==> src/rtl/icache_2way_rd.sv <==
// icache_2way_rd: read-only 2-way set-associative instruction cache.
// Each line holds four 32-bit words. Replacement is true LRU per set, and
// proc_flush invalidates every line. Refill data is bypassed to the processor
// in the same cycle that mem_ready arrives.
module icache_2way_rd #(
  parameter int ADDR_W = 30,
  parameter int SET_W  = 2
) (
  input  logic                clk,
  input  logic                proc_reset,
  input  logic                proc_read,
  input  logic                proc_flush,
  input  logic [ADDR_W-1:0]   proc_addr,
  output logic [31:0]         proc_rdata,
  output logic                proc_stall,
  output logic                mem_read,
  output logic [ADDR_W-3:0]   mem_addr,
  input  logic [127:0]        mem_rdata,
  input  logic                mem_ready
);

  localparam int TAG_W = ADDR_W - 2 - SET_W;
  localparam int SETS  = 1 << SET_W;

  typedef enum logic {IDLE, MISS} state_t;

  state_t              r_state;
  logic                r_valid [2][SETS];
  logic [TAG_W-1:0]    r_tag   [2][SETS];
  logic [127:0]        r_data  [2][SETS];
  logic                r_lru   [SETS];
  logic                r_flushPend;
  logic                r_victim;
  logic [SET_W-1:0]    r_set;
  logic                r_memRead;
  logic [ADDR_W-3:0]   r_memAddr;

  logic [SET_W-1:0]    w_set;
  logic [TAG_W-1:0]    w_tag;
  logic [6:0]          w_wordBit;
  logic                w_hit0;
  logic                w_hit1;
  logic                w_hit;
  logic                w_hitWay;
  logic                w_victim;
  logic [127:0]        w_hitLine;
  logic [31:0]         w_hitWord;
  logic [31:0]         w_fillWord;

  assign w_set      = proc_addr[SET_W+1:2];
  assign w_tag      = proc_addr[ADDR_W-1:SET_W+2];
  assign w_wordBit  = {proc_addr[1:0], 5'b00000};
  assign w_hit0     = r_valid[0][w_set] && (r_tag[0][w_set] == w_tag);
  assign w_hit1     = r_valid[1][w_set] && (r_tag[1][w_set] == w_tag);
  assign w_hit      = w_hit0 || w_hit1;
  assign w_hitWay   = !w_hit0;
  assign w_victim   = !r_valid[0][w_set] ? 1'b0 :
                      !r_valid[1][w_set] ? 1'b1 : r_lru[w_set];
  assign w_hitLine  = w_hitWay ? r_data[1][w_set] : r_data[0][w_set];
  assign w_hitWord  = w_hitLine[w_wordBit +: 32];
  assign w_fillWord = mem_rdata[w_wordBit +: 32];

  assign mem_read = r_memRead;
  assign mem_addr = r_memAddr;

  // Processor-facing response: hit data, refill bypass, or stall.
  always_comb begin
    proc_stall = 1'b0;
    proc_rdata = '0;
    if (!proc_reset) begin
      case (r_state)
        IDLE: begin
          if (proc_flush) begin
            proc_stall = 1'b1;
          end else if (proc_read) begin
            if (w_hit) proc_rdata = w_hitWord;
            else       proc_stall = 1'b1;
          end
        end
        MISS: begin
          if (mem_ready) proc_rdata = w_fillWord;
          else           proc_stall = 1'b1;
        end
        default: proc_stall = 1'b0;
      endcase
    end
  end

  // Control FSM: valid/LRU bookkeeping, miss request and deferred flush.
  always_ff @(posedge clk or posedge proc_reset) begin
    if (proc_reset) begin
      r_state     <= IDLE;
      r_flushPend <= 1'b0;
      r_victim    <= 1'b0;
      r_set       <= '0;
      r_memRead   <= 1'b0;
      r_memAddr   <= '0;
      for (int s = 0; s < SETS; s++) begin
        r_valid[0][s] <= 1'b0;
        r_valid[1][s] <= 1'b0;
        r_lru[s]      <= 1'b0;
      end
    end else begin
      case (r_state)
        IDLE: begin
          if (proc_flush) begin
            for (int s = 0; s < SETS; s++) begin
              r_valid[0][s] <= 1'b0;
              r_valid[1][s] <= 1'b0;
              r_lru[s]      <= 1'b0;
            end
          end else if (proc_read) begin
            if (w_hit) begin
              r_lru[w_set] <= ~w_hitWay;
            end else begin
              r_state   <= MISS;
              r_memRead <= 1'b1;
              r_memAddr <= proc_addr[ADDR_W-1:2];
              r_victim  <= w_victim;
              r_set     <= w_set;
            end
          end
        end
        MISS: begin
          if (proc_flush) r_flushPend <= 1'b1;
          if (mem_ready) begin
            r_valid[r_victim][r_set] <= 1'b1;
            r_lru[r_set]             <= ~r_victim;
            r_memRead                <= 1'b0;
            r_memAddr                <= '0;
            r_state                  <= IDLE;
            r_flushPend              <= 1'b0;
            if (r_flushPend || proc_flush) begin
              for (int s = 0; s < SETS; s++) begin
                r_valid[0][s] <= 1'b0;
                r_valid[1][s] <= 1'b0;
                r_lru[s]      <= 1'b0;
              end
            end
          end
        end
        default: r_state <= IDLE;
      endcase
    end
  end

  // Tag and data storage is written only by a completing refill.
  always_ff @(posedge clk) begin
    if ((r_state == MISS) && mem_ready) begin
      r_tag[r_victim][r_set]  <= r_memAddr[ADDR_W-3:SET_W];
      r_data[r_victim][r_set] <= mem_rdata;
    end
  end

endmodule

==> config.mk <==
export PLATFORM = sky130hd
export DESIGN_NAME = icache_2way_rd
export DESIGN_NICKNAME = d
export VERILOG_FILES = /design/src/rtl/icache_2way_rd.sv
export SDC_FILE = /design/constraint.sdc
export NUM_CORES = 1
export LEC_CHECK = 0
export CAP_MARGIN = 20
export CORE_MARGIN = 5
export CORE_UTILIZATION = 38
export CTS_CLUSTER_SIZE = 25
export DETAILED_ROUTE_END_ITERATION = 6
export DONT_BUFFER_PORTS = 1
export PLACE_DENSITY_LB_ADDON = 0.08
export RECOVER_POWER = 100
export SLEW_MARGIN = 20
export SYNTH_ARGS = -nofsm -noshare
export SYNTH_HDL_FRONTEND = slang
export SYNTH_SLANG_ARGS = --single-unit
==> constraint.sdc <==
create_clock -name clk -period 16.1 [get_ports clk]
set_input_delay 0.805 -clock clk [delete_from_list [all_inputs] [get_ports clk]]
set_output_delay 0.805 -clock clk [all_outputs]
set_load 0.005 [all_outputs]
==> results of run 1 <==
-- report_power, final --
part	total (uW)	internal, uW	switching, uW
clock	3170	1890	1270
combinational	301	149	152
sequential	3840	3770	64.8
-- registers in the layout, summed over array words and instances, names as in the netlist --
name / count
r_lru: 4
r_flushPend: 1
mem_read: 1
r_tag: 208
mem_addr: 28
r_state: 1
r_victim: 1
r_set: 2
r_data: 1024
r_valid: 8
-- routing by layer --
metal / GRT usage / vias up / share of wire
li1: - / 9866 / -
met5: 0 / - / 0
met4: 0.0442 / 0 / 0.018
met2: 0.295 / 626 / 0.49
met1: 0.242 / 12900 / 0.43
met3: 0.0471 / 150 / 0.063
-- cell families after synthesis --
logic type	share of synthesized area
buffers and inverters	0.0144
xor gates and xnor gates	0.00845
DFF	0.751
AOI/OAI and AO/OA	0.0150
and+or+nand+nor	0.0185
muxes	0.193
-- cells in the final DEF, fill, tap and decap left out, types with 7 or more instances in the layout --
| master | instances |
|---|---|
| clkbuf_16 | 150 |
| bufinv_16 | 12 |
| clkinv_2 | 18 |
| nand4_1 | 11 |
| mux2i_1 | 127 |
| clkbuf_1 | 65 |
| mux2_2 | 36 |
| xnor2_1 | 49 |
| nand3_1 | 36 |
| o21ai_0 | 14 |
| nor2_1 | 12 |
| nand2_1 | 96 |
| a211oi_1 | 8 |
| dfrtp_1 | 46 |
| mux4_2 | 361 |
| inv_1 | 33 |
| o211ai_1 | 33 |
| a22oi_1 | 7 |
| edfxtp_1 | 1232 |
| clkinv_1 | 32 |
-- metrics by stage --
step           setup WS, ns  area (sq um)  power, uW
6_report               6.00         57200       7300
5_1_grt                5.29         57200       7580
4_1_cts               10.17         57400       7380
3_5_place_dp          10.36         52800       4180
3_3_place_gp          10.38         52800       4180
2_1_floorplan          3.42         50800       4140
-- cell type report --
type                    count  share of cell area
well taps                1768              0.0387
flip-flops and latches   1278               0.667
multi-input cells         875               0.209
repair buffers             40             0.00378
inverters                  33             0.00216
clock inverters            74              0.0119
diodes                      2           0.0000874
clock buffers             183              0.0679
-- how the worst min path moves through the flow --
stage	from	end	slack, ns	cells after the start
detailed placement	r_valid[0]	r_valid[0]	0.49	1
CTS	mem_rdata[73]	r_data[0][329]	0.06	0
global route	mem_rdata[73]	r_data[0][73]	0.08	0
finish	mem_rdata[96]	r_data[0][96]	0.13	0
global placement	r_valid[0]	r_valid[0]	0.48	1
floorplan	r_valid[1]	r_valid[1]	0.46	2
==> reports/metrics.cfg, run 1 <==
[route]
first_iter_violations=1913
via_per_inst=5.54
dr_total_vias=23600
avgRoutedWirePerCell_microns=29.8
wl_mm=127
drc_errors=0
firstDrtPassIters=5
detail-route-antenna-nets=0

[worst_setup_path]
crit_path_end=r_data[0][100]
slowest_stage=clkbuf_1
criticalPathCategory=reg2reg
worstPathRequired_ns=16.17
worstPathCellList=nand2_1 -> clkbuf_1 -> nor3_1 -> clkbuf_1
crit_path_start_kind=flop
reg2reg_setup_slack_ns=6.00
crit_family=buffers and inverters
cp.depth=4
slowest_delay_ns=6.64
cp-end-kind=flop
r2r-end=r_data[0][100]
reg2regPathDepth=4
reg2reg_from=r_state
crit_top_cell=clkbuf_1
crit_arrival_ns=10.16
critPathMaxFanout=114
critPathLaunch=r_state
critPathBufInv=2

[synthesis]
ys_warn_count=0
synth_top_cell_by_area=edfxtp_1
synth_area_sq_um=50800
synth_seq_cells=1278
synth_top_area_share=0.728
synthFlopType=edfxtp_1
async_flop_share=0.0360
synth.most_common_cell=edfxtp_1
syn_nets=2474
synth_edf_count=1232
ys_seq_area_frac=0.751
ys_top_cells_by_count=edfxtp_1, mux4_2, mux2i_1
synth_area_per_cell_sq_um=22.0
syn_inst=2311
yosysUniqueCellTypes=55
synth_area_leaders=edfxtp_1, mux4_2, mux2i_1, dfrtp_1, xnor2_1

[job]
cap_violations=31

[global_route]
grt_pass1_vias=25200
grt_pass1_wl_mm=184
grt_overflow=0
antenna_found_initial=3
grt_max_degree=341
grt_use_total=0.180

[final_layout]
finalNetCount=2534
seq_area_sq_um=38100
final_cell_count_no_fill=4253
fill_cells=11500
drive_gt1_frac=0.244
final_core_util=0.430
multi_input_area_sq_um=12000
area_delta_synth_final_pct=12.6

[floorplanning]
die_area_sq_um=141000
die_w_microns=376
fp.dieH_microns=376
start_util=0.382
core_area_sq_um=133000
ios=225
rows=134

[run_status]
violations=capacitance limit, slew limit
status=finished, violations left

[sta]
hold-worst-slack_ns=0.134
fin_worst_skew_ns=0.0173
setup_viol=0
min_period_over_period=0.627
setup_tns_ns=0
max_freq_ghz=0.0990
drv_slew=1421
rsz0062_at_grt=false
fin_crit_ns=10.10
finalHoldViolCount=0
slew_headroom=-5.34
tightest_slew_ns=9.51

[clock_tree]
cts_max_level=4
post_cts_resized=0
clk_latency_ns=0.76
clock-sinks=1278
root_buffer=clkbuf_16
postCtsSetupBuffers=0
hold_buffers=0
clkTransAtPathRegs_ns=0.06
clk_path_buf_depth=3
numCtsBuffers=143
cts_tree=done

[place]
io_buffers=0
post-dp-hpwl_mm=65.1
gp_congestion=0.741
dp_cells=3992

[power]
vdd_drop_max_uv=111
power_density_nw_per_um2=128
leakage_uw=0.0176

[hold_path]
hold_class=in2reg

(Power assumes the default switching activity.)
==> run 2: changes to the inputs <==
Clock period 16.1 ns to 10.3 ns, I/O delays scaled along.
==> run 2 against run 1 <==
  * The flow still finishes with violations (capacitance limit, slew limit)
  * Non-clock buffer count up 158
  * Core utilization up 1.1 points
  * Clock power up 52%
  * First-iteration DRC count down 4.2%
  * Final area up 2.6%
  * Worst hold slack better by 0.040 ns
  * Wire length up 4.8%
  * Critical endpoint is now r_data[0][114]
  * Largest cell class unchanged
==> reports/metrics.cfg, run 2 (synthesized netlist as in run 1, its figures left out) <==
[sta]
min_period_over_period=0.729  ; was 0.627
finalHoldViolCount=0  ; unchanged
fin_ws_ns=2.79  ; was 6.00 ns
max_freq_ghz=0.133  ; was 0.0990 GHz
fin_worst_skew_ns=0.0227  ; was 0.0173 ns
drv_slew=1240  ; was 1421
fin_crit_ns=7.51  ; was 10.10 ns
hold-worst-slack_ns=0.174  ; was 0.134 ns
setup_viol=0  ; unchanged
rsz0062_at_grt=false  ; unchanged
tightest_slew_ns=6.19  ; was 9.51 ns
slew_headroom=-3.12  ; was -5.34

[clock_tree]
clk_latency_ns=0.78  ; was 0.76 ns
clkTransAtPathRegs_ns=0.06  ; about the same
clk_path_buf_depth=3  ; unchanged
numCtsBuffers=143  ; unchanged
cts_max_level=4  ; unchanged
root_buffer=clkbuf_16  ; unchanged
postCtsSetupBuffers=0  ; unchanged
clock-sinks=1278  ; unchanged
cts_tree=done  ; unchanged

[worst_setup_path]
critPathMaxFanout=90  ; was 114
cp-end-kind=flop  ; unchanged
slowest_stage=dlymetal6s2s_1  ; was clkbuf_1
crit_family=buffers and inverters  ; unchanged
critPathBufInv=2  ; unchanged
crit_path_start_kind=flop  ; unchanged
slowest_delay_ns=4.40  ; was 6.64 ns
criticalPathCategory=reg2reg  ; unchanged
worstPathCellList=nand2_1 -> clkbuf_1 -> nor3_1 -> dlymetal6s2s_1  ; was nand2_1 -> clkbuf_1 -> nor3_1 -> clkbuf_1
crit_arrival_ns=7.70  ; was 10.16 ns
worstPathRequired_ns=10.49  ; was 16.17 ns

[final_layout]
final_core_util=0.441  ; was 0.430
drive_gt1_frac=0.226  ; was 0.244
final_cell_mix=edfxtp_1, mux4_2, dlygate4sd3_1, clkbuf_16, mux2i_1  ; was edfxtp_1, mux4_2, clkbuf_16, mux2i_1, nand2_1
final_common_cell=edfxtp_1  ; unchanged
final_cell_count_no_fill=4420  ; was 4253
multi_input_area_sq_um=12000  ; about the same
area_delta_synth_final_pct=15.6  ; was 12.6%
top_register=r_data  ; unchanged
seq_area_sq_um=38100  ; unchanged
fill_cells=11500  ; about the same
finalNetCount=2692  ; was 2534
largest_reg_flops=1024  ; unchanged

[global_route]
grt_use_total=0.188  ; was 0.180
grt_pass1_wl_mm=192  ; was 184 mm
grt_overflow=0  ; unchanged
antenna_found_initial=13  ; was 3
grt_pass1_vias=26100  ; was 25200
grt_max_degree=341  ; unchanged

[run_status]
violations=capacitance limit, slew limit  ; unchanged
status=finished, violations left  ; unchanged

[power]
power_density_nw_per_um2=194  ; was 128 nW/um^2
leakage_uw=0.0183  ; was 0.0176 uW
vdd_drop_max_uv=150  ; was 111 uV

[place]
io_buffers=0  ; unchanged
post-dp-hpwl_mm=64.7  ; was 65.1 mm
gp_congestion=0.748  ; was 0.741
dp_cells=3993  ; was 3992
pre_cts_slack_ns=4.79  ; was 10.36 ns

[route]
avgRoutedWirePerCell_microns=30.0  ; was 29.8 microns
first_iter_violations=1832  ; was 1913
wl_mm=133  ; was 127 mm
firstDrtPassIters=5  ; unchanged
detail-route-antenna-nets=0  ; unchanged
drc_errors=0  ; unchanged
dr_total_vias=24200  ; was 23600
via_per_inst=5.49  ; was 5.54

[floorplanning]
die_area_sq_um=141000  ; unchanged
core_area_sq_um=133000  ; unchanged
start_util=0.382  ; unchanged
die_w_microns=376  ; unchanged
ios=225  ; unchanged
rows=134  ; unchanged
fp.dieH_microns=376  ; unchanged

[job]
cap_violations=28  ; was 31

[hold_path]
hold_class=in2reg  ; unchanged

==> run 2: worst reg2reg max path: cells and delay by family (launching register included) <==
family / cells / cell delay [ns]
buffers and inverters: 2 / 5.50
flip-flops: 1 / 0.49
AND/OR/NAND/NOR: 2 / 0.78
==> run 2: final timing paths <==
path	start	end	slack [ns]	cells after the start
setup / recovery	r_state	r_data[0][114]	2.79	4
hold / removal	proc_flush	r_lru[1]	0.17	5
setup reg to reg	r_state	r_data[0][114]	2.79	4
hold reg to reg	r_valid[4]	r_valid[4]	0.50	1
max in group asynchronous	proc_reset	mem_read	6.84	3
min in group asynchronous	proc_reset	mem_addr[1]	1.53	3
==> run 2: area by class of cell <==
type	instances	share of cell area
Inverter	33	0.00211
Tap cell	1768	0.0377
Clock buffer	196	0.0668
Timing Repair Buffer	198	0.0305
Antenna cell	11	0.000469
Sequential cell	1278	0.650
Multi-Input combinational cell	875	0.204
Clock inverter	61	0.00888
==> run 2: through the flow <==
stage          power (uW)  area (sq um)  TNS [ns]
4_1_cts             11500         58900         0
6_report            11400         58700         0
2_1_floorplan        6470         50800  -1005.99
5_1_grt             11800         58700         0
3_3_place_gp         6530         52800         0
3_5_place_dp         6540         52800         0
==> run 2: where the power goes <==
group	switching (uW)	total, uW	internal, uW
registers	98.9	5990	5890
logic	273	546	274
clock network	2020	4830	2820
total	2390	11400	8980
==> run 2: routing by layer <==
metal | track usage | wire length [microns] | vias up
li1 | - | - | 10200
met1 | 0.256 | 55900 | 13200
met2 | 0.310 | 65600 | 681
met3 | 0.0442 | 8880 | 185
met4 | 0.0452 | 2480 | 0
met5 | 0 | 0 | -
==> run 2: repair_timing <==
item,4_1_cts,5_1_grt
gates resized for setup,0,0
hold buffers,159,0
hold endpoints to repair,1100,0
